--- src/rtl/decoder_pkg.sv ---
// Shared constants and decode helpers for the scanning one-hot decoder.
package decoder_pkg;

  localparam logic MODE_DIRECT = 1'b0;
  localparam logic MODE_SCAN   = 1'b1;
  localparam logic DIR_UP      = 1'b0;
  localparam logic DIR_DOWN    = 1'b1;

  // Helpers work at a fixed maximum width; callers widen the index and
  // keep the low 2^N bits of the result.
  localparam int MAX_N = 10;
  localparam int MAX_W = 1 << MAX_N;

  function automatic logic [MAX_W-1:0] onehot(input logic [MAX_N-1:0] i);
    logic [MAX_W-1:0] v;
    v    = '0;
    v[i] = 1'b1;
    return v;
  endfunction

  function automatic logic [MAX_W-1:0] apply_pol(input logic [MAX_W-1:0] v,
                                                 input logic active_low);
    return active_low ? ~v : v;
  endfunction

endpackage

--- src/rtl/decoder_scan_if.sv ---
// Control and result bundle of the scanning decoder.
interface decoder_scan_if #(parameter int N = 2);
  logic               en;
  logic               mode;
  logic               dir;
  logic               load;
  logic [N-1:0]       S;
  logic [(1<<N)-1:0]  D;
  logic [N-1:0]       idx;
  logic               valid;
  logic               wrap;

  modport master (output en, mode, dir, load, S, input D, idx, valid, wrap);
  modport slave  (input en, mode, dir, load, S, output D, idx, valid, wrap);
endinterface

--- src/rtl/decoder_scan_dwell.sv ---
// Dwell counter: counts 0..DWELL-1 while inc is high; tick marks the last count.
module dwell_counter #(
  parameter int DWELL = 1
) (
  input  logic clk,
  input  logic rst_n,
  input  logic clr,
  input  logic inc,
  output logic tick
);
  localparam int CW = (DWELL > 1) ? $clog2(DWELL) : 1;

  logic [CW-1:0] r_cnt;

  assign tick = inc && (r_cnt == CW'(DWELL - 1));

  // clear wins over increment; the count rolls to 0 on the tick
  always_ff @(posedge clk) begin
    if (!rst_n)   r_cnt <= '0;
    else if (clr) r_cnt <= '0;
    else if (inc) r_cnt <= tick ? '0 : r_cnt + CW'(1);
  end
endmodule

--- src/rtl/decoder_scan.sv ---
// Registered N-to-2^N decoder with enable, output polarity and auto-scan.
module decoder_scan
  import decoder_pkg::*;
#(
  parameter int N          = 2,
  parameter int DWELL      = 1,
  parameter bit ACTIVE_LOW = 1'b0
) (
  input  logic           clk,
  input  logic           rst_n,
  decoder_scan_if.slave  bus
);
  localparam int W = 1 << N;

  logic [N-1:0]     r_idx;
  logic [W-1:0]     r_d;
  logic             r_valid;
  logic             r_wrap;

  logic             w_clr;
  logic             w_inc;
  logic             w_tick;
  logic [N-1:0]     w_idx_nxt;
  logic             w_wrap_nxt;
  logic [MAX_W-1:0] w_dec_full;
  logic [W-1:0]     w_d_nxt;
  logic             w_unused_hi;

  // direct mode and load restart the dwell; scan without load advances it
  assign w_clr = bus.en && (bus.mode == MODE_DIRECT || bus.load);
  assign w_inc = bus.en && (bus.mode == MODE_SCAN) && !bus.load;

  dwell_counter #(.DWELL(DWELL)) u_dwell (
    .clk   (clk),
    .rst_n (rst_n),
    .clr   (w_clr),
    .inc   (w_inc),
    .tick  (w_tick)
  );

  // next index: take S in direct/load, else step on tick with wrap detect
  always_comb begin
    w_idx_nxt  = r_idx;
    w_wrap_nxt = 1'b0;
    if (bus.mode == MODE_DIRECT || bus.load) begin
      w_idx_nxt = bus.S;
    end else if (w_tick) begin
      if (bus.dir == DIR_DOWN) begin
        w_idx_nxt  = r_idx - N'(1);
        w_wrap_nxt = (r_idx == '0);
      end else begin
        w_idx_nxt  = r_idx + N'(1);
        w_wrap_nxt = (r_idx == '1);
      end
    end
  end

  assign w_dec_full  = apply_pol(onehot(MAX_N'(w_idx_nxt)), ACTIVE_LOW);
  assign w_d_nxt     = w_dec_full[W-1:0];
  // bits above 2^N are always inactive and intentionally dropped
  assign w_unused_hi = ^w_dec_full;

  // state update; disabled cycles blank D but keep the index
  always_ff @(posedge clk) begin
    if (!rst_n) begin
      r_idx   <= '0;
      r_d     <= {W{ACTIVE_LOW}};
      r_valid <= 1'b0;
      r_wrap  <= 1'b0;
    end else if (!bus.en) begin
      r_d     <= {W{ACTIVE_LOW}};
      r_valid <= 1'b0;
      r_wrap  <= 1'b0;
    end else begin
      r_idx   <= w_idx_nxt;
      r_d     <= w_d_nxt;
      r_valid <= 1'b1;
      r_wrap  <= w_wrap_nxt;
    end
  end

  assign bus.D     = r_d;
  assign bus.idx   = r_idx;
  assign bus.valid = r_valid;
  assign bus.wrap  = r_wrap;
endmodule
--- src/flat_wrapper.sv ---
// flat-port wrapper written by rule: the top's interface ports become plain ports
module decoder_scan_flat import decoder_pkg::*;
#(
  parameter int N          = 2,
  parameter int DWELL      = 1,
  parameter bit ACTIVE_LOW = 1'b0
)
  (clk, rst_n, bus_en, bus_mode, bus_dir, bus_load, bus_S, bus_D, bus_idx, bus_valid, bus_wrap);
  decoder_scan_if #(.N(N)) bus_i ();
  input  logic clk;
  input  logic rst_n;
  input wire logic [$bits(bus_i.en)-1:0] bus_en;
  input wire logic [$bits(bus_i.mode)-1:0] bus_mode;
  input wire logic [$bits(bus_i.dir)-1:0] bus_dir;
  input wire logic [$bits(bus_i.load)-1:0] bus_load;
  input wire logic [$bits(bus_i.S)-1:0] bus_S;
  output wire logic [$bits(bus_i.D)-1:0] bus_D;
  output wire logic [$bits(bus_i.idx)-1:0] bus_idx;
  output wire logic [$bits(bus_i.valid)-1:0] bus_valid;
  output wire logic [$bits(bus_i.wrap)-1:0] bus_wrap;
  assign bus_i.en = bus_en;
  assign bus_i.mode = bus_mode;
  assign bus_i.dir = bus_dir;
  assign bus_i.load = bus_load;
  assign bus_i.S = bus_S;
  assign bus_D = bus_i.D;
  assign bus_idx = bus_i.idx;
  assign bus_valid = bus_i.valid;
  assign bus_wrap = bus_i.wrap;
  decoder_scan #(.N(N), .DWELL(DWELL), .ACTIVE_LOW(ACTIVE_LOW)) u_core (.clk(clk), .rst_n(rst_n), .bus(bus_i));
endmodule
--- config.mk ---
export PLATFORM = sky130hd
export DESIGN_NAME = decoder_scan_flat
export DESIGN_NICKNAME = d
export VERILOG_FILES = /design/src/rtl/decoder_pkg.sv /design/src/rtl/decoder_scan_if.sv /design/src/rtl/decoder_scan_dwell.sv /design/src/rtl/decoder_scan.sv /design/src/flat_wrapper.sv
export SDC_FILE = /design/constraint.sdc
export NUM_CORES = 1
export LEC_CHECK = 0
export CORE_AREA = 4 4 41 43
export CTS_BUF_LIST = sky130_fd_sc_hd__clkbuf_4
export DETAILED_ROUTE_END_ITERATION = 6
export DIE_AREA = 0 0 45 47
export HOLD_SLACK_MARGIN = 0.1
export PLACE_DENSITY = 0.54
export SLEW_MARGIN = 20
export SYNTH_ARGS = -nofsm -noshare
export SYNTH_HDL_FRONTEND = slang
export SYNTH_SLANG_ARGS = --single-unit
--- constraint.sdc ---
create_clock -name clk -period 3.9 [get_ports clk]
set_clock_uncertainty 0.15 [all_clocks]
set_input_delay 0.585 -clock clk [delete_from_list [all_inputs] [get_ports clk]]
set_output_delay 0.585 -clock clk [all_outputs]
set_load 0.01 [all_outputs]
---- Word level (Yosys, flattened, before mapping) ----
Index checks and enable logic that the tools add are counted.
word-level totals
  input port bits ......................... 8
  register bits after elaboration ......... 9
  output and inout port bits .............. 8
  word-level logic and storage cells ...... 35
operators by class
  mux-type cells .......................... 8
  $lt $le $gt $ge ......................... 2
  reduce and logical (&&, ||, !) cells .... 11
  add/sub/neg operators ................... 3
  bitwise operators ....................... 5
  equality and inequality tests ........... 1
operator list
  operator               count
  $lt A2 B11 Y1 const B  1
  $mux W2                3
  $logic_and A1 B1 Y1    5
  $not A1 Y1             5
  $mux W1                4
  $reduce_or A4 Y1       1
  $add A2 B1 Y2 const B  1
  $demux W1 S2           1
  $eq A2 B2 Y1 const B   1
  $ge A2 B1 Y1 const B   1
  $logic_not A2 Y1       1
  $reduce_and A2 Y1      1
  $reduce_or A2 Y1       1
  $sub A2 B1 Y2 const B  1
  $add A1 B1 Y1 const B  1
  $logic_not A1 Y1       1
  $logic_or A1 B1 Y1     1

---- Longest topological paths before layout ----
  depth after elaboration ................. 9
  mapped depth ............................ 4
  gate-level depth less buffers ........... 4

---- By module ----
Synthesis repeated with hierarchy kept, for this count alone.
second synthesis, totals
  cells, all modules ...................... 46
  area total of the unflattened synthesis .. 431.7 µm²
by module, submodules not included
  module         area an instance (µm²)  seq. area each (µm²)  cells each  times used
  decoder_scan   392.9                   160.2                 43          1
  dwell_counter  38.8                    20.0                  3           1

---- Worst setup path before layout ----
Ideal clock, no wire load.
  kind .................................... input-to-reg
  start point ............................. input port bus_load
  end point ............................... register u_core.r_d[3], in the netlist u_core.bus.D[3]
  slack ................................... 2.117 ns
  path buffers ............................ 0
  library setup time ...................... 0.072 ns
  arrival time ............................ 1.560 ns
  stages on the path ...................... 4
  data required time ...................... 3.678 ns
  cell sequence ........................... nand2b_1 or4_4 nand3_2 nor3b_2
on the way
  longest elaborated chain between the ends .. 9
  elaborated cells between the ends (all ways) .. 11
  classes of those cells .................. order compare: 2; mux: 4; reduce/logical: 5
ends and longest elaborated chain
  element                                                                     line                      text
  start, declared                                                             flat_wrapper.sv:15        input wire logic [$bits(bus_i.load)-1:0] bus_load;
  $logic_not A1 Y1                                                            decoder_scan.sv:31        assign w_inc = bus.en && (bus.mode == MODE_SCAN) && !bus.load;
  $logic_and A1 B1 Y1                                                         decoder_scan.sv:31
  $logic_and A1 B1 Y1                                                         decoder_scan_dwell.sv:15  assign tick = inc && (r_cnt == CW'(DWELL - 1));
  $mux W2                                                                     decoder_scan.sv:47        end else if (w_tick) begin
  $mux W2 (*)                                                                 decoder_scan.sv:45        if (bus.mode == MODE_DIRECT || bus.load) begin
  $lt A2 B11 Y1 (implied by the code) / $ge A2 B1 Y1 (equally long branches)  decoder_pkg.sv:17         v[i] = 1'b1;
  $logic_and A1 B1 Y1 (implied by the code)                                   decoder_pkg.sv:17
  $mux W1 (implied by the code)                                               decoder_pkg.sv:17
  $demux W1 S2 (*)                                                            -
  end signal, assigned                                                        decoder_scan.sv:67        r_d <= {W{ACTIVE_LOW}};
  end signal, assigned                                                        decoder_scan.sv:71        r_d <= {W{ACTIVE_LOW}};
  end signal, assigned                                                        decoder_scan.sv:76        r_d <= w_d_nxt;
  end, declared                                                               decoder_scan.sv:16        logic [W-1:0] r_d;
Every way passes the cells marked *; elsewhere a longest branch is shown, timed or not.
A chain may end at the register's enable or synchronous reset.

---- Worst setup path after layout ----
Same ends and word-level chain as after synthesis.

==> results.cfg <==
[pwr]
power_density_nw_per_um2 = 357
p_sw_uw = 48.2
irDropWorstVdd_uv = 197
combPwrFrac = 0.165
sequentialPowerShare = 0.470
p_leak_uw = 0.000227
p_int_uw = 162
swShare = 0.230
pwr-share-clk = 0.365

[floorplanning]
die-area_um2 = 2120
die_y_um = 47
fp.coreArea_um2 = 1300
die_w_um = 45
rows = 13
start_util = 0.299
pin_count = 16

[timing]
final_hold_viol_count = 0
fin_setup_tns_ns = 0
fin_crit_sh = 0.524
fmax_mhz = 489
tightest_slew_ns = 0.311
rsz0062_at_grt = no
finalCriticalPeriod_ns = 2.04
setup_slack_ns = 1.86
slew_headroom = 0.787
setup_viol = 0
report.final.slew_viol_count = 0

[worst_setup_path]
start_kind = input pin
crit_type = input pin to register
cp_slowest_cell = or4_4
reg2regPathDepth = 4
critical_path_depth = 5
crit_family = simple AND/OR/NAND/NOR gates
cp_slowest_stage_delay_ns = 0.57
cp.arrival_ns = 2.08
worstPathRequired_ns = 3.94
crit_fanout = 8
path_buf_inv = 1
crit_chain = clkdlybuf4s50_1 > nand2b_1 > or4_4 > nand3_2 > nor3b_2
crit_path_end_kind = register

[clock_tree]
clock_latency_ns = 0.26
holdBufCountCts = 0
clock_sinks = 9
cts_buffers = 3
cts-htree-levels = 1
postCtsSetupBuffers = 0
cts_tree = yes
clk_pin_slew_ns = 0.06
cts_resized = 0
cts_root_buf = clkbuf_4
clockBufferDepth = 2

[synth]
yosys_register_bits = 9
yosysWarnings = 0
synthesis.nets = 50
synth.distinct_cells = 19
yosysSeqAreaShare = 0.463
synthCells = 42
avgSynthCellArea_um2 = 9.26
synth_area_um2 = 389

[global_route]
antenna_found_initial = 0
grt_pass1_wl_um = 1410
grt_max_degree = 9
use_met3 = 0.0498
grt_remaining_overflow = 0
use_met1 = 0.106
grt_usage = 0.0998
first_global_vias = 348
busiest_layer = met2
use_met2 = 0.147

[route]
ant_nets = 0
dr_total_vias = 365
routedWlPerCell_um = 11.0
dr.pass1.iters = 1
via_per_inst = 4.80
drt-total-wl_um = 833
route.detailed.drc = 0
drtIter0Drc = 0

[min_path]
holdPathStages = 2
hold_class = register to register

[cells_and_area]
synthToLayoutAreaGrowth_pct = 51.1
layout_commonest_cell = clkdlybuf4s50_1
n_antenna_cell = 0
seqCellArea_um2 = 180
drive_gt1_frac = 0.115
final_cell_mix = 15 x clkdlybuf4s50_1, 9 x dfxtp_1, 6 x nand2_1
fillers = 145
nNetsFinal = 70
multiInputGateArea_um2 = 201
final_cell_area_um2 = 588

[flow_run]
max_cap_violations = 0

[status]
outcome = completed

[place]
dpl_cell_area_um2 = 558
gp_congestion = 0.760
pre_cts_ws_ns = 1.58
port_buffers = 15
place_hpwl_um = 661
-- power by group through the flow --
stage	logic [uW]	clock network (uW)	registers (uW)
6_report	34.6	76.7	98.8
5_1_grt	37.8	88.0	99.1
4_1_cts	35.0	81.4	98.9
3_5_place_dp	34.9	0	101
3_3_place_gp	34.8	0	101
2_1_floorplan	14.8	0	102
-- state kept, by name, indices dropped and copies added (netlist names) --
register              count
u_core.bus.idx            2
u_core.bus.D              4
u_core.bus.valid          1
u_core.u_dwell.r_cnt      1
u_core.bus.wrap           1
-- path summary, 6_finish.rpt --
| check | start | end | slack, ns |
|---|---|---|---|
| min | u_core.u_dwell.r_cnt | u_core.u_dwell.r_cnt | 0.31 |
| min reg2reg | u_core.u_dwell.r_cnt | u_core.u_dwell.r_cnt | 0.31 |
| max | bus_load | u_core.bus.D[3] | 1.86 |
| max reg2reg | u_core.u_dwell.r_cnt | u_core.bus.D[3] | 2.40 |
-- kinds of logic (layout without fill, tap and decap cells) --
family                    Yosys count  after routing  synth area share
and+or+nand+nor                    20             20             0.302
buffers and inverters               2             21            0.0193
DFF                                 9              9             0.463
AOI/OAI and AO/OA                   9              9             0.170
xor gates and xnor gates            2              2            0.0450
-- cell type report --
type / instances / share of cell area
multi-input cells: 31 / 0.343
repair buffers: 15 / 0.255
well taps: 15 / 0.0319
inverters: 2 / 0.0128
flip-flops and latches: 9 / 0.306
clock buffers: 4 / 0.0511
-- worst register-to-register path: stages, from the launching register on --
cell and delay (ns):
dfxtp_1 0.33, nand2b_1 0.20, or4_4 0.51, nand3_2 0.10, nor3b_2 0.15
-- synthesized netlist by cell type (all sizes together) --
cell type / count / area share
a2111oi: 1 / 0.023
inv: 2 / 0.019
or3: 1 / 0.016
o21a: 2 / 0.039
nand2b: 2 / 0.032
dfxtp: 9 / 0.46
xor2: 1 / 0.023
xnor2: 1 / 0.023
nand3: 1 / 0.026
a31oi: 2 / 0.032
nand3b: 1 / 0.019
nor3b: 1 / 0.032
nor2b: 3 / 0.048
o211ai: 2 / 0.039
nand2: 6 / 0.058
or4: 1 / 0.029
nor2: 3 / 0.029
a21boi: 2 / 0.039
nor3: 1 / 0.013
-- layer usage --
layer  vias to the layer above  part of all wire
met5                         -                 0
met4                         0             0.012
li1                        188                 -
met1                       164              0.44
met2                        11              0.47
met3                         2             0.076
-- stage by stage --
stage,util,hold slack [ns],power (uW),cells
2_1_floorplan,-,0.277,117,42
5_1_grt,0.452,0.351,225,76
4_1_cts,0.452,0.315,215,76
3_5_place_dp,0.429,0.307,136,72
6_report,0.452,0.307,210,76
3_3_place_gp,0.429,0.313,136,72
Power figures use the tool's default switching activity.
